[src/rtl/sdram_arbiter_if.sv]
// sdram_arbiter_if: requester ports and controller command bus around the SDRAM arbiter.
// The slave modport is the arbiter side; master is the requesters plus controller side.
interface sdram_arbiter_if #(
   parameter int AW = 24,
   parameter int DW = 16
);
   logic          p0Req, p0We, p0Ack;
   logic          p1Req, p1We, p1Ack;
   logic [AW-1:0] p0A, p1A, ctlA;
   logic [DW-1:0] p0D, p0Q, p1D, p1Q, ctlD, ctlQ;
   logic          ctlRf, ctlRd, ctlWr;

   modport slave (
      input  p0Req, p0We, p0A, p0D, p1Req, p1We, p1A, p1D, ctlQ,
      output p0Q, p0Ack, p1Q, p1Ack, ctlRf, ctlRd, ctlWr, ctlA, ctlD
   );

   modport master (
      output p0Req, p0We, p0A, p0D, p1Req, p1We, p1A, p1D, ctlQ,
      input  p0Q, p0Ack, p1Q, p1Ack, ctlRf, ctlRd, ctlWr, ctlA, ctlD
   );
endinterface

[src/rtl/sdram_arbiter.sv]
// sdram_arbiter: shares one SDRAM controller between the CPU port, the bulk port and auto-refresh,
// issuing one-cycle commands and holding the controller for a fixed slot per operation.
module sdram_arbiter #(
   parameter int AW       = 24,
   parameter int DW       = 16,
   parameter int TOP      = 8,
   parameter int QLAT     = 6,
   parameter int RFPERIOD = 420,
   parameter int RFURGENT = 64
) (
   input  logic           clock,
   input  logic           reset,
   input  logic           ready,
   sdram_arbiter_if.slave bus,
   output logic           busy,
   output logic           rfOver
);
   localparam int CW = $clog2(TOP + 1);
   localparam int RW = $clog2(RFPERIOD);
   localparam int GW = $clog2(RFURGENT + 1);

   typedef enum logic {IDLE, SLOT} state_t;
   typedef enum logic [1:0] {OWN_RF, OWN_P0, OWN_P1} owner_t;

   state_t        state, state_nx;
   owner_t        owner, owner_nx;
   logic [CW-1:0] cnt;
   logic [RW-1:0] rf_cnt;
   logic [GW-1:0] rf_age;
   logic          rf_pend, rf_urgent, rf_wrap, rf_grant;
   logic          el0, el1, grant, port_grant, last, cap, op_rd, we_sel;
   logic [AW-1:0] a_sel;
   logic [DW-1:0] d_sel;

   // a port in its ack cycle is not eligible, so a held request is not granted twice
   assign el0       = bus.p0Req && !bus.p0Ack;
   assign el1       = bus.p1Req && !bus.p1Ack;
   assign rf_urgent = rf_pend && rf_age >= GW'(RFURGENT);
   assign rf_wrap   = ready && rf_cnt == RW'(RFPERIOD - 1);
   assign busy      = state == SLOT;

   always_comb begin
      grant      = state == IDLE && ready && (rf_pend || el0 || el1);
      owner_nx   = rf_urgent ? OWN_RF : el0 ? OWN_P0 : el1 ? OWN_P1 : OWN_RF;
      port_grant = grant && owner_nx != OWN_RF;
      rf_grant   = grant && owner_nx == OWN_RF;
      we_sel     = owner_nx == OWN_P1 ? bus.p1We : bus.p0We;
      a_sel      = owner_nx == OWN_P1 ? bus.p1A : bus.p0A;
      d_sel      = owner_nx == OWN_P1 ? bus.p1D : bus.p0D;
      last       = state == SLOT && cnt == CW'(TOP - 1);
      cap        = state == SLOT && op_rd && cnt == CW'(QLAT);
      state_nx   = grant ? SLOT : last ? IDLE : state;
   end

   always_ff @(posedge clock or negedge reset) begin
      if (!reset) begin
         state     <= IDLE;
         owner     <= OWN_RF;
         cnt       <= '0;
         op_rd     <= 1'b0;
         rf_cnt    <= '0;
         rf_age    <= '0;
         rf_pend   <= 1'b0;
         rfOver    <= 1'b0;
         bus.ctlRf <= 1'b0;
         bus.ctlRd <= 1'b0;
         bus.ctlWr <= 1'b0;
         bus.ctlA  <= '0;
         bus.ctlD  <= '0;
         bus.p0Q   <= '0;
         bus.p1Q   <= '0;
         bus.p0Ack <= 1'b0;
         bus.p1Ack <= 1'b0;
      end else begin
         state     <= state_nx;
         cnt       <= grant ? '0 : state == SLOT ? cnt + 1'b1 : cnt;
         owner     <= grant ? owner_nx : owner;
         op_rd     <= grant ? port_grant && !we_sel : op_rd;
         bus.ctlRf <= rf_grant;
         bus.ctlRd <= port_grant && !we_sel;
         bus.ctlWr <= port_grant && we_sel;
         bus.ctlA  <= port_grant ? a_sel : bus.ctlA;
         bus.ctlD  <= port_grant ? d_sel : bus.ctlD;
         bus.p0Q   <= cap && owner == OWN_P0 ? bus.ctlQ : bus.p0Q;
         bus.p1Q   <= cap && owner == OWN_P1 ? bus.ctlQ : bus.p1Q;
         bus.p0Ack <= last && owner == OWN_P0;
         bus.p1Ack <= last && owner == OWN_P1;
         rf_cnt    <= !ready ? rf_cnt : rf_wrap ? '0 : rf_cnt + 1'b1;
         rf_pend   <= rf_wrap || (rf_pend && !rf_grant);
         rf_age    <= rf_grant ? '0 : rf_pend && !rf_urgent ? rf_age + 1'b1 : rf_age;
         rfOver    <= rfOver || (rf_wrap && rf_pend);
      end
   end
endmodule

[src/flat_wrapper.sv]
// flat-port wrapper written by rule: the top's interface ports become plain ports
module sdram_arbiter_flat 
#(
   parameter int AW       = 24,
   parameter int DW       = 16,
   parameter int TOP      = 8,
   parameter int QLAT     = 6,
   parameter int RFPERIOD = 420,
   parameter int RFURGENT = 64
)
  (clock, reset, ready, busy, rfOver, bus_p0Req, bus_p0We, bus_p0A, bus_p0D, bus_p1Req, bus_p1We, bus_p1A, bus_p1D, bus_ctlQ, bus_p0Q, bus_p0Ack, bus_p1Q, bus_p1Ack, bus_ctlRf, bus_ctlRd, bus_ctlWr, bus_ctlA, bus_ctlD);
  sdram_arbiter_if #(.AW(AW), .DW(DW)) bus_i ();
  input  logic clock;
  input  logic reset;
  input  logic ready;
  output logic busy;
  output logic rfOver;
  input wire logic [$bits(bus_i.p0Req)-1:0] bus_p0Req;
  input wire logic [$bits(bus_i.p0We)-1:0] bus_p0We;
  input wire logic [$bits(bus_i.p0A)-1:0] bus_p0A;
  input wire logic [$bits(bus_i.p0D)-1:0] bus_p0D;
  input wire logic [$bits(bus_i.p1Req)-1:0] bus_p1Req;
  input wire logic [$bits(bus_i.p1We)-1:0] bus_p1We;
  input wire logic [$bits(bus_i.p1A)-1:0] bus_p1A;
  input wire logic [$bits(bus_i.p1D)-1:0] bus_p1D;
  input wire logic [$bits(bus_i.ctlQ)-1:0] bus_ctlQ;
  output wire logic [$bits(bus_i.p0Q)-1:0] bus_p0Q;
  output wire logic [$bits(bus_i.p0Ack)-1:0] bus_p0Ack;
  output wire logic [$bits(bus_i.p1Q)-1:0] bus_p1Q;
  output wire logic [$bits(bus_i.p1Ack)-1:0] bus_p1Ack;
  output wire logic [$bits(bus_i.ctlRf)-1:0] bus_ctlRf;
  output wire logic [$bits(bus_i.ctlRd)-1:0] bus_ctlRd;
  output wire logic [$bits(bus_i.ctlWr)-1:0] bus_ctlWr;
  output wire logic [$bits(bus_i.ctlA)-1:0] bus_ctlA;
  output wire logic [$bits(bus_i.ctlD)-1:0] bus_ctlD;
  assign bus_i.p0Req = bus_p0Req;
  assign bus_i.p0We = bus_p0We;
  assign bus_i.p0A = bus_p0A;
  assign bus_i.p0D = bus_p0D;
  assign bus_i.p1Req = bus_p1Req;
  assign bus_i.p1We = bus_p1We;
  assign bus_i.p1A = bus_p1A;
  assign bus_i.p1D = bus_p1D;
  assign bus_i.ctlQ = bus_ctlQ;
  assign bus_p0Q = bus_i.p0Q;
  assign bus_p0Ack = bus_i.p0Ack;
  assign bus_p1Q = bus_i.p1Q;
  assign bus_p1Ack = bus_i.p1Ack;
  assign bus_ctlRf = bus_i.ctlRf;
  assign bus_ctlRd = bus_i.ctlRd;
  assign bus_ctlWr = bus_i.ctlWr;
  assign bus_ctlA = bus_i.ctlA;
  assign bus_ctlD = bus_i.ctlD;
  sdram_arbiter #(.AW(AW), .DW(DW), .TOP(TOP), .QLAT(QLAT), .RFPERIOD(RFPERIOD), .RFURGENT(RFURGENT)) u_core (.clock(clock), .reset(reset), .ready(ready), .bus(bus_i), .busy(busy), .rfOver(rfOver));
endmodule
[config.mk]
export PLATFORM = sky130hd
export DESIGN_NAME = sdram_arbiter_flat
export DESIGN_NICKNAME = d
export VERILOG_FILES = /design/src/rtl/sdram_arbiter_if.sv /design/src/rtl/sdram_arbiter.sv /design/src/flat_wrapper.sv
export SDC_FILE = /design/constraint.sdc
export NUM_CORES = 1
export LEC_CHECK = 0
export CORE_MARGIN = 8
export CORE_UTILIZATION = 47
export DETAILED_ROUTE_END_ITERATION = 12
export PLACE_DENSITY = 0.9
export SLEW_MARGIN = 20
export SYNTH_ARGS = -nofsm -noshare
export SYNTH_HDL_FRONTEND = slang
export SYNTH_SLANG_ARGS = --single-unit
[constraint.sdc]
create_clock -name clock -period 4 [get_ports clock]
set_input_delay 0.8 -clock clock [delete_from_list [all_inputs] [get_ports clock]]
set_output_delay 0.8 -clock clock [all_outputs]
set_load 0.01 [all_outputs]
==> qor.yml, run 1 <==
outcome: "finished, final reports clean"
fill_cells: 688
rsz0062_at_grt: "no"
wl_per_cell_microns: 20.3
ys_types: 42
combinationalPowerShare_pct: 40.7
clock_path_buffers: 2
start_util_pct: 47.3
yosysMostFrequentCell: "dfrtp_1"
drive_gt1_share_pct: 12.1
vdd_drop_max_v: 0.000363
clk_latency_ns: 0.36
fin_setup_tns_ns: 0
synthTopCellsByCount: "103 x dfrtp_1, 40 x a2bb2oi_1, 40 x o22ai_1"
cts_hold_buffers: 0
power_density_mw_per_mm2: 581
synth-main-ff-cell: "dfrtp_1"
cts-root-buf: "clkbuf_8"
portBuffers: 181
cts.reportedPaths.clkPinSlew_ns: 0.11
grt_pass1_vias: 3952
dieArea_sq_mm: 0.0131
ys_warn_count: 0
area_delta_synth_final_pct: 46.0
slew_headroom_pct: 28.4
drv_cap: 0
path_buf_inv: 1
nNetsFinal: 638
yosys.area.top_type_share_pct: 56.8
ys_seq_elements: 103
gr-usage-all-layers_pct: 20.8
hold-path-cell-count: 1
switching_share_pct: 32.6
ios: 182
fp.dieH_microns: 114
synth_seq_area_share_pct: 56.8
syn_avg_cell_area_sq_um: 12.6
p_switching_mw: 1.26
worstMarginPinSlew_ns: 1.07
arrival_ns: 2.76
reg2reg_slack_ns: 1.99
drtPass1Iterations: 4
synth-edff-count: 0
core_sq_mm: 0.00959
cp_max_fo: 40
vias: 3677
num_rows: 36
drc: 0
first_iter_violations: 263
clock_power_share_pct: 16.3
min_period_ns: 2.56
path_class: "in -> reg"
post_cts.repair.setup_buffers: 0
synth_cells: 359
skew_ns: 0.0189
internal_power_mw: 2.59
max_stage_delay_ns: 0.85
gr-total-overflow: 0
ys_top_cells_by_area: "dfrtp_1 57%, a2bb2oi_1 7.7%, mux2_4 6.6%, o22ai_1 5.5%, mux2_2 3.2%"
path_cells: "clkdlybuf4s50_1 -> nand2b_1 -> a21oi_4 -> a2bb2oi_1"
async_flop_share_pct: 100
max_freq_mhz: 390
hp-class: "reg -> reg"
die_w_microns: 114
num_antenna_cells: 0
antenna_found_initial: 0
cp-end-kind: "flip-flop"
final_util_pct: 69.0
cpMaxStageDelayCell: "a21oi_4"
cp_num_cells: 4
synth_nets: 466
place.gp.congestion: 0.845
setup_viol: 0
p_leak_nw: 2.81
clock-sinks: 103
slew_violations: 0
cts-buffers-inserted: 9
rr_worst_depth: 3
grt_max_degree: 71
grt_pass1_wl_microns: 21300
hold_violations: 0
min_period_over_period_pct: 64.1
via_per_inst: 5.50
ctsResizeCount: 0
cp-start-kind: "input port"
critical-path-top-delay-family: "compound AO/OA/AOI/OAI gates"
required_ns: 4.20
ant_nets: 0
dp_hpwl_microns: 10200
p_seq_share_pct: 43.0
yosysTopAreaCell: "dfrtp_1"
htree_levels: 3
synth_area_sq_mm: 0.00454
drt_wl_total_microns: 13600
cts_tree: "done"
==> per-stage QoR <==
step | total power, mW | hold slack, ns | setup slack, ns | std cells | instance area, sq um
final | 3.85 | 0.477 | 1.44 | 669 | 6620
after detailed placement | 3.24 | 0.462 | 0.969 | 652 | 6410
after CTS | 3.87 | 0.489 | 1.36 | 668 | 6600
after global routing | 4.07 | 0.526 | 1.27 | 669 | 6620
after global placement | 3.17 | 0.440 | 1.12 | 652 | 6410
after floorplan | 2.36 | 0.485 | 2.19 | 359 | 4540
==> cells by family (layout without fill, tap and decap cells) <==
logic type               after synthesis  in the layout  synth area share [%]
AND/OR/NAND/NOR                       68             68                  8.46
XOR/XNOR                              10             10                  1.93
multiplexers                          36             36                  10.5
flip-flops                           103            103                  56.8
AO/OA/AOI/OAI                        112            112                  17.7
buffers and inverters                 26            203                  3.47
adder cells (fa/ha/maj)                4              4                  1.10
==> sequential cells by signal (all words and copies together), names as in the netlist, 2 cells and up <==
name,cells
u_core.bus.p0Q,16
u_core.rf_age,7
u_core.rf_cnt,9
u_core.bus.ctlA,24
u_core.cnt,4
u_core.bus.p1Q,16
u_core.owner,2
u_core.bus.ctlD,16
==> final timing paths <==
check                                       to           from
min reg2reg                      u_core.rfOver  u_core.rfOver
max reg2reg                u_core.bus.ctlD[11]    u_core.busy
min in group asynchronous    u_core.bus.p1Q[0]          reset
min                              u_core.rfOver  u_core.rfOver
max in group asynchronous     u_core.rf_age[6]          reset
max                        u_core.bus.ctlD[11]          ready
==> layer usage <==
| metal | track usage (%) | up-vias | wire, microns |
|---|---|---|---|
| met5 | 0 | - | 0 |
| met1 | 24.6 | 1808 | 5500 |
| met4 | 9.58 | 0 | 476 |
| met3 | 5.33 | 32 | 927 |
| met2 | 34.9 | 148 | 6690 |
| li1 | - | 1689 | - |
==> power by group through the flow <==
stage / combinational, mW / clock [mW] / sequential (mW)
finish: 1.57 / 0.626 / 1.66
global route: 1.68 / 0.693 / 1.70
CTS: 1.58 / 0.639 / 1.65
detailed placement: 1.58 / 0 / 1.67
global placement: 1.52 / 0 / 1.65
floorplan: 0.618 / 0 / 1.74
==> cells in the final DEF, fill, tap and decap left out, types with 2 or more instances in the layout <==
master	Yosys	layout
clkdlybuf4s50_1	0	180
dfrtp_1	103	103
o22ai_1	40	40
a2bb2oi_1	40	40
nand2_1	21	21
mux2_4	20	20
nor2_1	16	16
mux2_2	13	13
o21ai_0	10	10
clkbuf_8	0	10
a21oi_1	8	7
xnor2_1	6	6
nand2b_1	6	5
nor2b_1	4	4
nand4_1	4	4
xor2_1	4	4
ha_1	4	4
buf_4	5	4
nor3_1	3	3
nand3_1	3	3
mux2i_1	3	3
a22oi_1	3	3
inv_1	2	2
nand2_2	2	2
and4_1	2	2
a21oi_4	0	2
nor2_8	2	2
o31ai_1	2	2
inv_6	0	2
clkinv_4	0	2
==> final cells by class <==
type                            count  area [sq um]  share of cell area, %
Sequential cell                   103          2580                   38.9
Timing Repair Buffer              185          1860                   28.1
Multi-Input combinational cell    230          1820                   27.5
Tap cell                          133           166                   2.51
Clock buffer                       10           138                   2.08
Clock inverter                      6          51.3                  0.774
Inverter                            2          7.51                  0.113
No activity file was read; power rests on OpenSTA's default activity.
==> run 2: changes to the inputs <==
Settings changed: CORE_UTILIZATION 47 to 43, PLACE_DENSITY 0.9 to 0.84.
Clock period 4 ns to 2.7 ns, I/O delays scaled along.
==> run 2 against run 1 <==
  * Wire length shrank 3.6%
  * Non-clock buffer count grew 4
  * Combinational power grew 49%
  * Sequential power grew 46%
  * Worst setup slack lost 0.81 ns
  * Hold slack lost 0.32 ns
  * Largest power group unchanged
==> qor.yml, run 2 (synthesized netlist as in run 1, its figures left out) <==
clock_power_share_pct: 15.9  # -0.4 points
dieArea_sq_mm: 0.0141  # +8.0%
p_leak_nw: 2.82  # +0.38%
grt_pass1_vias: 3921  # -0.78%
p_total_mw: 5.66  # +47%
cts-buffers-inserted: 9  # unchanged
num_rows: 37  # +2.8%
fin_setup_tns_ns: 0  # unchanged
drtPass1Iterations: 4  # unchanged
power_density_mw_per_mm2: 848  # +46%
grt_pass1_wl_microns: 21200  # -0.45%
cts_hold_buffers: 0  # unchanged
fp.dieH_microns: 119  # +3.9%
p_switching_mw: 1.81  # +44%
vdd_drop_max_v: 0.000499  # +37%
die_w_microns: 119  # +3.9%
first_iter_violations: 259  # -1.5%
start_util_pct: 44.2  # -3.1 points
nNetsFinal: 642  # +0.63%
post_cts.repair.setup_buffers: 0  # unchanged
internal_power_mw: 3.85  # +48%
clk_latency_ns: 0.36  # about the same
hold_ws_ns: 0.152  # -0.325 ns
cp-start-kind: "flip-flop"
final_common_cell: "clkdlybuf4s50_1"
final_cell_mix: "180 x clkdlybuf4s50_1, 103 x dfrtp_1, 40 x o22ai_1, 40 x a2bb2oi_1, 21 x nand2_1"
gr-usage-all-layers_pct: 18.3  # -2.6 points
vias: 3628  # -1.3%
htree_levels: 3  # unchanged
grt_max_degree: 44  # -38%
worstMarginPinSlew_ns: 0.556  # -0.515 ns
skew_ns: 0.0134  # -0.00557 ns
drv_cap: 0  # unchanged
grt_util_met3_pct: 3.66  # -1.7 points
path_class: "reg -> out"
slew_headroom_pct: 62.6  # +34 points
antenna_found_initial: 0  # unchanged
grt.met2_usage_pct: 33.1  # -1.8 points
placed_cells: 660  # +1.2%
switching_share_pct: 32.0  # -0.65 points
outcome: "finished, final reports clean"
cts-root-buf: "clkbuf_8"
core_sq_mm: 0.0103  # +7.1%
largest_reg_flops: 24  # unchanged
drt_wl_total_microns: 13100  # -3.6%
path_cells: "clkdlybuf4s50_1"
fill_cells: 791  # +15%
max_freq_mhz: 483
place.gp.congestion: 0.844  # -0.17%
num_antenna_cells: 0  # unchanged
clock_path_buffers: 2  # unchanged
cts_tree: "done"
setup_slack_ns: 0.631  # -0.805 ns
hp-class: "in -> async"
max_stage_delay_ns: 0.62  # -0.23 ns
ios: 182  # unchanged
rsz0062_at_grt: "no"
use_met1_pct: 21.2  # -3.5 points
dp_hpwl_microns: 9990  # -1.6%
top_register: "u_core.bus.ctlA"
gr-total-overflow: 0  # unchanged
wl_per_cell_microns: 19.4  # -4.6%
required_ns: 2.16  # -2.04 ns
min_period_over_period_pct: 76.6
cts.reportedPaths.clkPinSlew_ns: 0.10  # about the same
portBuffers: 181  # unchanged
combinationalPowerShare_pct: 41.3  # +0.6 points
fin_cells: 676  # +1.0%
pre_cts_slack_ns: 0.421  # -0.548 ns
cpMaxStageDelayCell: "clkdlybuf4s50_1"
slew_violations: 0  # unchanged
min_period_ns: 2.07
clock-sinks: 103  # unchanged
ant_nets: 0  # unchanged
cp_max_fo: 11  # -73%
drive_gt1_share_pct: 12.6  # +0.47 points
grt.busiest_layer: "met2"
arrival_ns: 1.53  # -1.23 ns
area_delta_synth_final_pct: 47.0
ctsResizeCount: 0  # unchanged
hold_violations: 0  # unchanged
setup_viol: 0  # unchanged
cp-end-kind: "output pin"
path_buf_inv: 1  # unchanged
critical-path-top-delay-family: "buffers and inverters"
p_seq_share_pct: 42.8  # -0.2 points
drc: 0  # unchanged
via_per_inst: 5.37  # -2.4%
-- run 2: cell count changes in the layout (fill, tap and decap cells not counted), sizes merged --
cell      change
clkinv        -1
clkbuf        +1
buf           +4
inv           -2
clkinvlp      +2
-- run 2: cell type report --
type,instances,area [sq um],area share (%)
tap,136,170,2.55
sequential,103,2580,38.6
clock buffer,11,141,2.12
inverter,2,7.51,0.113
multi-input combinational,230,1820,27.4
clock inverter,5,41.3,0.619
timing repair buffer,189,1910,28.6
-- run 2: path summary, 6_finish.rpt --
path | from | depth (start not counted) | to | slack (ns)
worst min register to register | u_core.rfOver | 1 | u_core.rfOver | 0.48
worst max-delay path | u_core.busy | 1 | busy | 0.63
worst max register to register | u_core.busy | 4 | u_core.bus.p1Q[3] | 0.89
worst min-delay path | reset | 1 | u_core.bus.p1Q[8] | 0.15
max in group asynchronous | reset | 2 | u_core.rf_age[3] | 1.81
min in group clock | u_core.rfOver | 1 | u_core.rfOver | 0.48
-- run 2: stage by stage --
stage	instance area (sq um)	util (%)
2_1_floorplan	4540	-
3_3_place_gp	6490	63.1
3_5_place_dp	6490	63.1
4_1_cts	6670	64.9
5_1_grt	6670	64.9
6_report	6670	64.9
-- run 2: metal layers --
| layer | wire, microns | part of all wire (%) | vias to the layer above |
|---|---|---|---|
| met2 | 6930 | 53 | 116 |
| met3 | 712 | 5.4 | 22 |
| met1 | 5210 | 40 | 1788 |
| met5 | 0 | 0 | - |
| li1 | - | - | 1702 |
| met4 | 257 | 2.0 | 0 |
-- run 2: power by group through the flow --
| stage | sequential [mW] | combinational (mW) | clock (mW) |
|---|---|---|---|
| 6_report | 2.42 | 2.34 | 0.897 |
| 5_1_grt | 2.49 | 2.51 | 0.978 |
| 4_1_cts | 2.42 | 2.38 | 0.922 |
| 3_5_place_dp | 2.44 | 2.37 | 0 |
| 3_3_place_gp | 2.43 | 2.29 | 0 |
| 2_1_floorplan | 2.58 | 0.916 | 0 |
==> run 3: changes to the inputs <==
Settings changed: CORE_UTILIZATION 43 to 39, PLACE_DENSITY 0.84 to 0.8.
Clock period 2.7 ns to 1.9 ns, I/O delays scaled along.
==> run 3 against run 2 <==
  * Non-clock buffer count up 11
  * Total power up 54%
  * Final cell count up 2.7%
  * Clock skew down 0.0022 ns
  * Combinational power up 45%
  * Hold slack better by 0.31 ns
  * Via count up 0.96%
  * Critical path depth up 1
  * Wire length up 0.23%
  * Sequential cell count unchanged
  * Largest cell class unchanged
  * Highest routed layer unchanged
==> qor.yml, run 3 (synthesized netlist as in run 1, its figures left out) <==
setup_viol: 0  # unchanged
hp-class: "reg -> reg"
clock-sinks: 103  # unchanged
cts.reportedPaths.clkPinSlew_ns: 0.07  # -0.03 ns
vias: 3663  # +0.96%
drc: 0  # unchanged
area_delta_synth_final_pct: 52.8
grt_max_degree: 50  # +14%
required_ns: 1.52  # -0.64 ns
placed_area_sq_mm: 0.00661  # +1.9%
wl_per_cell_microns: 18.9  # -2.4%
cts-root-buf: "clkbuf_16"
drtPass1Iterations: 4  # unchanged
critical-path-top-delay-family: "buffers and inverters"
setup_slack_ns: 0.108  # -0.523 ns
cts_hold_buffers: 1  # +1
min_period_over_period_pct: 94.3
drt_wl_total_microns: 13100  # +0.23%
grt_pass1_wl_microns: 20200  # -4.7%
largest_reg_flops: 24  # unchanged
ant_nets: 0  # unchanged
skew_ns: 0.0112  # -0.00216 ns
fp.dieH_microns: 124  # +4.3%
p_leak_nw: 2.96  # +4.7%
num_antenna_cells: 0  # unchanged
path_class: "reg -> out"
fill_cells: 882  # +12%
drv_cap: 0  # unchanged
hold_violations: 0  # unchanged
cp-start-kind: "flip-flop"
start_util_pct: 39.9  # -4.2 points
power_density_mw_per_mm2: 1260  # +49%
first_iter_violations: 170  # -34%
gr-usage-all-layers_pct: 16.7  # -1.6 points
reg2reg_slack_ns: 0.16  # -0.73 ns
outcome: "finished, final reports clean"
gr-total-overflow: 0  # unchanged
path_buf_inv: 2  # +1
rsz0062_at_grt: "no"
final_common_cell: "clkdlybuf4s50_1"
slew_headroom_pct: 72.5  # +9.9 points
cpMaxStageDelayCell: "clkdlybuf4s50_1"
min_period_ns: 1.79
dp_hpwl_microns: 9950  # -0.43%
max_stage_delay_ns: 0.56  # -0.06 ns
die_w_microns: 124  # +4.3%
top_register: "u_core.bus.ctlA"
pre_cts_slack_ns: -0.0247  # -0.446 ns
ios: 182  # unchanged
grt_pass1_vias: 3906  # -0.38%
final_cell_area_sq_mm: 0.00693  # +4.0%
p_total_mw: 8.74  # +54%
worstMarginPinSlew_ns: 0.412  # -0.144 ns
cp_max_fo: 10  # -1
clk_latency_ns: 0.34  # -0.02 ns
core_sq_mm: 0.0114  # +11%
htree_levels: 3  # unchanged
dieArea_sq_mm: 0.0153  # +8.8%
path_cells: "buf_4 -> clkdlybuf4s50_1"
drive_gt1_share_pct: 14.3  # +1.7 points
clock_path_buffers: 2  # unchanged
cts-buffers-inserted: 9  # unchanged
portBuffers: 181  # unchanged
place.gp.congestion: 0.817  # -3.2%
cts_tree: "done"
nNetsFinal: 653  # +1.7%
final_cell_mix: "180 x clkdlybuf4s50_1, 103 x dfrtp_1, 40 x o22ai_1, 40 x a2bb2oi_1, 21 x nand2_1"
post_cts.repair.setup_buffers: 0  # unchanged
via_per_inst: 5.28  # -1.7%
vdd_drop_max_v: 0.000590  # +18%
arrival_ns: 1.41  # -0.12 ns
max_freq_mhz: 558
num_rows: 39  # +5.4%
ctsResizeCount: 0  # unchanged
cp-end-kind: "output pin"
antenna_found_initial: 0  # unchanged
slew_violations: 0  # unchanged
-- run 3: cell type report --
cell class                      instances  area [sq um]  share of cell area, %
Tap cell                              143           179                   2.58
Clock buffer                           11           253                   3.64
Clock inverter                          5          63.8                  0.920
Sequential cell                       103          2580                   37.2
Multi-Input combinational cell        230          1820                   26.3
Inverter                                2          7.51                  0.108
Timing Repair Buffer                  200          2030                   29.3
-- run 3: path summary, 6_finish.rpt --
check / start / endpoint / depth (start not counted)
setup / recovery: u_core.busy / busy / 2
setup reg to reg: u_core.cnt[3] / u_core.bus.p1Q[5] / 4
hold / removal: u_core.rfOver / u_core.rfOver / 1
hold reg to reg: u_core.rfOver / u_core.rfOver / 1
max in group asynchronous: reset / u_core.bus.ctlA[13] / 3
min in group asynchronous: reset / u_core.bus.p0Q[1] / 2
-- run 3: layer usage --
metal  wire length [microns]  vias up  GRT usage [%]
met5                       0        -              0
met4                     177        0           4.89
met3                    1270       14           4.94
met2                    6680      125           29.3
met1                    5020     1799           19.4
li1                        -     1725              -
-- run 3: per-stage QoR --
step	hold slack, ns	std cells	TNS, ns	utilization (%)
floorplan	0.0844	359	0	-
global placement	0.317	677	0	58.1
detailed placement	0.324	677	-0.223	58.1
CTS	0.464	694	0	61.0
global route	0.478	694	0	61.0
finish	0.457	694	0	61.0
-- run 3: worst register-to-register path: stages (launching register included) --
cell,delay [ns]
dfrtp_1,0.41
and3b_4,0.33
nand3_4,0.13
nor2_8,0.36
mux2_2,0.40
-- run 3: report_power, final --
| part | total, mW | switching, mW | leakage, nW | internal [mW] |
|---|---|---|---|---|
| clock | 1.92 | 0.818 | 0.153 | 1.11 |
| combinational | 3.39 | 1.32 | 1.54 | 2.07 |
| sequential | 3.43 | 0.501 | 1.26 | 2.93 |
| total | 8.74 | 2.64 | 2.96 | 6.10 |
